===== config.mk =====
export PLATFORM = sky130hd
export DESIGN_NAME = truth_table_sweeper_flat
export DESIGN_NICKNAME = d
export VERILOG_FILES = /design/src/rtl/truth_table_sweeper_if.sv /design/src/rtl/truth_table_sweeper.sv /design/src/flat_wrapper.sv
export SDC_FILE = /design/constraint.sdc
export NUM_CORES = 1
export LEC_CHECK = 0
export ABC_CLOCK_PERIOD_IN_PS = 2400
export CAP_MARGIN = 0
export CORE_UTILIZATION = 54
export CTS_CLUSTER_DIAMETER = 40
export CTS_CLUSTER_SIZE = 25
export DETAILED_ROUTE_END_ITERATION = 10
export GPL_TIMING_DRIVEN = 0
export PLACE_DENSITY = 0.79
export SETUP_SLACK_MARGIN = 0.3
export SLEW_MARGIN = 5
export SYNTH_ARGS = -nofsm -noshare
export SYNTH_HDL_FRONTEND = slang
export SYNTH_SLANG_ARGS = --single-unit

===== constraint.sdc =====
create_clock -name clk -period 2.4 [get_ports clk]
set_clock_uncertainty 0.2 [all_clocks]
set_input_delay 0.48 -clock clk [delete_from_list [all_inputs] [get_ports clk]]
set_output_delay 0.48 -clock clk [all_outputs]
set_load 0.05 [all_outputs]

===== src/rtl/truth_table_sweeper_if.sv =====
// Handshake and gate-facing signals of the truth-table sweeper.
// The slave modport is the sweeper's view; master is the controller/gate side.
interface truth_table_sweeper_if;
    logic       start;
    logic       abort;
    logic [7:0] expected;
    logic       dut_out;
    logic       in1;
    logic       in2;
    logic       in3;
    logic       busy;
    logic       done;
    logic [7:0] table_out;
    logic       match;

    modport master (
        output start, abort, expected, dut_out,
        input  in1, in2, in3, busy, done, table_out, match
    );

    modport slave (
        input  start, abort, expected, dut_out,
        output in1, in2, in3, busy, done, table_out, match
    );
endinterface


===== src/rtl/truth_table_sweeper.sv =====
// Walks a 3-input gate through all 8 input combinations, holds each for
// SETTLE_CYCLES clocks, captures the output into a truth table and compares it.
module truth_table_sweeper #(
    parameter int SETTLE_CYCLES = 4,
    parameter int CNT_W         = 8
) (
    input logic                  clk,
    input logic                  rst_n,
    truth_table_sweeper_if.slave bus
);

    typedef enum logic [1:0] {
        IDLE,
        SWEEP,
        DONE
    } state_t;

    localparam logic [CNT_W-1:0] LAST_CNT = CNT_W'(SETTLE_CYCLES - 1);

    state_t           state;
    logic [2:0]       idx;
    logic [CNT_W-1:0] cnt;
    logic [2:0]       in_q;
    logic             busy_q;
    logic             done_q;
    logic             match_q;
    logic [7:0]       table_q;
    logic [7:0]       exp_q;
    logic [7:0]       table_next;

    // Table as it will look after this edge's sample, so match can be
    // registered in the same edge that enters DONE.
    always_comb begin
        table_next      = table_q;
        table_next[idx] = bus.dut_out;
    end

    // NOTE: all state updates use <= so every register samples pre-edge values.
    always_ff @(posedge clk or negedge rst_n) begin
        if (!rst_n) begin
            state   <= IDLE;
            idx     <= '0;
            cnt     <= '0;
            in_q    <= '0;
            busy_q  <= 1'b0;
            done_q  <= 1'b0;
            match_q <= 1'b0;
            table_q <= '0;
            exp_q   <= '0;
        end else if (bus.abort && state != IDLE) begin
            // table_q deliberately keeps whatever bits were already captured.
            state   <= IDLE;
            idx     <= '0;
            cnt     <= '0;
            in_q    <= '0;
            busy_q  <= 1'b0;
            done_q  <= 1'b0;
            match_q <= 1'b0;
        end else begin
            case (state)
                IDLE: begin
                    done_q <= 1'b0;
                    in_q   <= '0;
                    if (bus.start) begin
                        exp_q   <= bus.expected;
                        table_q <= '0;
                        match_q <= 1'b0;
                        idx     <= '0;
                        cnt     <= '0;
                        busy_q  <= 1'b1;
                        state   <= SWEEP;
                    end
                end
                SWEEP: begin
                    if (cnt == LAST_CNT) begin
                        table_q <= table_next;
                        cnt     <= '0;
                        if (idx == 3'd7) begin
                            state   <= DONE;
                            done_q  <= 1'b1;
                            busy_q  <= 1'b0;
                            in_q    <= '0;
                            match_q <= (table_next == exp_q);
                        end else begin
                            idx  <= idx + 3'd1;
                            in_q <= idx + 3'd1;
                        end
                    end else begin
                        cnt <= cnt + 1'b1;
                    end
                end
                DONE: begin
                    done_q <= 1'b0;
                    state  <= IDLE;
                end
                default: state <= IDLE;
            endcase
        end
    end

    assign bus.in1       = in_q[2];
    assign bus.in2       = in_q[1];
    assign bus.in3       = in_q[0];
    assign bus.busy      = busy_q;
    assign bus.done      = done_q;
    assign bus.table_out = table_q;
    assign bus.match     = match_q;

endmodule


===== src/flat_wrapper.sv =====
// flat-port wrapper written by rule: the top's interface ports become plain ports
module truth_table_sweeper_flat 
#(
    parameter int SETTLE_CYCLES = 4,
    parameter int CNT_W         = 8
)
  (clk, rst_n, bus_start, bus_abort, bus_expected, bus_dut_out, bus_in1, bus_in2, bus_in3, bus_busy, bus_done, bus_table_out, bus_match);
  truth_table_sweeper_if bus_i ();
  input logic clk;
  input logic rst_n;
  input wire logic [$bits(bus_i.start)-1:0] bus_start;
  input wire logic [$bits(bus_i.abort)-1:0] bus_abort;
  input wire logic [$bits(bus_i.expected)-1:0] bus_expected;
  input wire logic [$bits(bus_i.dut_out)-1:0] bus_dut_out;
  output wire logic [$bits(bus_i.in1)-1:0] bus_in1;
  output wire logic [$bits(bus_i.in2)-1:0] bus_in2;
  output wire logic [$bits(bus_i.in3)-1:0] bus_in3;
  output wire logic [$bits(bus_i.busy)-1:0] bus_busy;
  output wire logic [$bits(bus_i.done)-1:0] bus_done;
  output wire logic [$bits(bus_i.table_out)-1:0] bus_table_out;
  output wire logic [$bits(bus_i.match)-1:0] bus_match;
  assign bus_i.start = bus_start;
  assign bus_i.abort = bus_abort;
  assign bus_i.expected = bus_expected;
  assign bus_i.dut_out = bus_dut_out;
  assign bus_in1 = bus_i.in1;
  assign bus_in2 = bus_i.in2;
  assign bus_in3 = bus_i.in3;
  assign bus_busy = bus_i.busy;
  assign bus_done = bus_i.done;
  assign bus_table_out = bus_i.table_out;
  assign bus_match = bus_i.match;
  truth_table_sweeper #(.SETTLE_CYCLES(SETTLE_CYCLES), .CNT_W(CNT_W)) u_core (.clk(clk), .rst_n(rst_n), .bus(bus_i));
endmodule

==> metrics.cfg <==
[status]
status=complete, no violations

[clock_network]
clock_sinks=35
hold_buffers=0
numCtsBuffers=5
worstSkewPairLatency_ns=0.34
root_buffer=clkbuf_4
clk_path_buf_depth=2
htreeDepth=2
cts_tree=done
path_clk_slew_ns=0.09

[routing]
wl_per_cell_microns=17.46
drcViolationCount=0
first_pass_iters=4
vias_per_cell=6.067
antenna_left=0
via_count=1626
first_iter_violations=117
totalWireLength_microns=4679

[worst_setup_path]
crit_family=simple AND/OR/NAND/NOR gates
max_stage_delay_ns=0.50
cp.required_ns=2.43
crit_cells=7
arrival_ns=2.25
timing.critical_path.buf_inv=2
path_cells=ha_4 -> or4b_4 -> buf_6 -> o41ai_4 -> a21oi_2 -> buf_4 -> a21o_1
setup.worst_path.end_class=register
path_class=register to register
start_kind=register
path_max_fanout=4
critPathSlowestCell=or4b_4
worst_r2r_path_depth=7

[final_layout]
insertedDiodeCount=0
final_nets=241
syn_to_final_growth_pct=32.08
drive_gt1_frac=0.2857
final_cells=268
final_util=0.7810

[timing]
slew_headroom=0.4743
setup_viol=0
slew_violations=0
fin_ws_ns=0.1752
clock.fmax_mhz=449.5
worst_pin_slew_ns=0.7885
period_share=0.9270
post-route-min-period_ns=2.225
rsz0062_at_grt=yes
finalHoldViolCount=0

[hold_path]
min_path_type=input pin to async pin

[synth]
synth_nets=195
synth.most_common_cell=dfrtp_1
synthTopCellsByArea=dfrtp_1 47%, mux2_2 4.8%, xor2_1 4.7%, o21ai_0 4.6%, nor2_1 3.4%
async_flop_share=1.000
ys_top_cells_by_count=35 x dfrtp_1, 17 x nor2_1, 17 x o21ai_0
synth-main-ff-cell=dfrtp_1
synth_top_area_cell=dfrtp_1
ys_seq_elements=35
syn_area_per_cell_sq_um=10.42
netlist-cell-type-count=42
ys_seq_area_frac=0.4698
yosysTopAreaCellShare=0.4698
synth_cells=179
synth-edff-count=0
synth_warnings=0
syn-cell-area_sq_um=1864

[placement]
gp_congestion=0.8649
placed_cells=248
port-buffer-count=25
dp_slack_ns=-0.04282
dp_hpwl_microns=2950

[grt]
antenna_found_initial=0
grt_pass1_wl_microns=7265
grt.overflow.total=0
grt_pass1_vias=1524
grt_util_all_layers=0.2754
grt_max_degree=36

[floorplan]
start_util=0.5913
coreArea_sq_um=3153
ios=27
fp.dieH_microns=60.76
rows=20
fp.dieW_microns=60.76
die_area_sq_um=3691

[power_and_ir_drop]
vdd_drop_max_mv=0.3766
p_leak_nw=1.144
power_density_nw_per_um2=573.1
p_total_mw=1.411

[run]
drv_cap=0

-- state kept, by name, summed over array words and instances (netlist names) --
register              flops
u_core.idx                3
u_core.exp_q              8
u_core.bus.table_out      8
u_core.in_q               3
u_core.state              2
u_core.bus.done           1
u_core.bus.busy           1
u_core.bus.match          1
u_core.cnt                8
-- metal layers --
layer / part of all wire / wire length [microns] / vias to the layer above / track usage
li1: - / - / 733 / -
met1: 0.39 / 1836 / 809 / 0.3619
met2: 0.51 / 2389 / 67 / 0.4474
met3: 0.065 / 302 / 17 / 0.06610
met4: 0.032 / 150 / 0 / 0.09740
met5: 0 / 0 / - / 0
-- logic make-up (layout without fill, tap and decap cells) --
logic type	after synthesis	after routing	share of synthesized area
compound gates	42	42	0.1530
xor+xnor	14	14	0.06577
fa+ha+maj	3	3	0.02014
buf+inv	11	56	0.02215
flops	35	35	0.4698
mux	13	13	0.07517
simple gates	61	61	0.1940
-- stage by stage --
step	cell area [sq um]	hold slack (ns)	TNS, ns
6_report	2462	0.01270	0
5_1_grt	2462	0.07748	0
4_1_cts	2370	0.03681	0
3_5_place_dp	2167	0.2694	-0.3248
3_3_place_gp	2172	0.2609	-1.109
2_1_floorplan	1867	-0.01559	0
-- cell type report --
class | instances | area [sq um]
well taps | 44 | 55.05
clock buffers | 6 | 41.29
inverters | 5 | 18.77
fillers | 226 | 690.7
repair buffers | 39 | 344.1
multi-input cells | 133 | 1090
flip-flops and latches | 35 | 877.1
plain buffers | 6 | 36.28
-- worst reg2reg max path, stage by stage, from the launching register on --
cell	delay, ns
dfrtp_1	0.44
ha_4	0.17
or4b_4	0.50
buf_6	0.15
o41ai_4	0.21
a21oi_2	0.14
buf_4	0.17
a21o_1	0.15
-- final timing paths --
check,startpoint,end,slack (ns)
max,u_core.cnt[0]$_DFFE_PN0P_,u_core.in_q[1]$_DFFE_PN0P_,0.18
min,rst_n,u_core.in_q[0]$_DFFE_PN0P_,0.01
max reg2reg,u_core.cnt[0]$_DFFE_PN0P_,u_core.in_q[1]$_DFFE_PN0P_,0.18
min reg2reg,u_core.in_q[0]$_DFFE_PN0P_,u_core.in_q[0]$_DFFE_PN0P_,0.29
max in group asynchronous,rst_n,u_core.cnt[2]$_DFFE_PN0P_,1.43
min in group clk,u_core.in_q[0]$_DFFE_PN0P_,u_core.in_q[0]$_DFFE_PN0P_,0.29
-- placed cells by master, fill, tap and decap left out, types with 7 or more instances in the layout --
cell type        synthesis  final
buf_4                    0     12
clkbuf_4                 0      7
clkdlybuf4s50_1          0     10
dfrtp_1                 35     34
dlygate4sd2_1            0     14
mux2_2                   8      8
nand2_1                 12      9
nor2_1                  17     16
o21ai_1                  1     10
xor2_1                  10     10
-- what timing repair did --
action,4_1_cts,5_1_grt
endpoints found under the setup margin,30,29
pin swaps,16,12
buffers inserted,9,5
gates resized for setup,48,24
-- power breakdown --
part           switching [mW]  internal (mW)  leakage, nW
Combinational           0.232          0.197        0.658
Sequential             0.0570          0.643        0.462
Clock                   0.178          0.104       0.0242
Note: power is estimated with default switching activity, not from simulation.
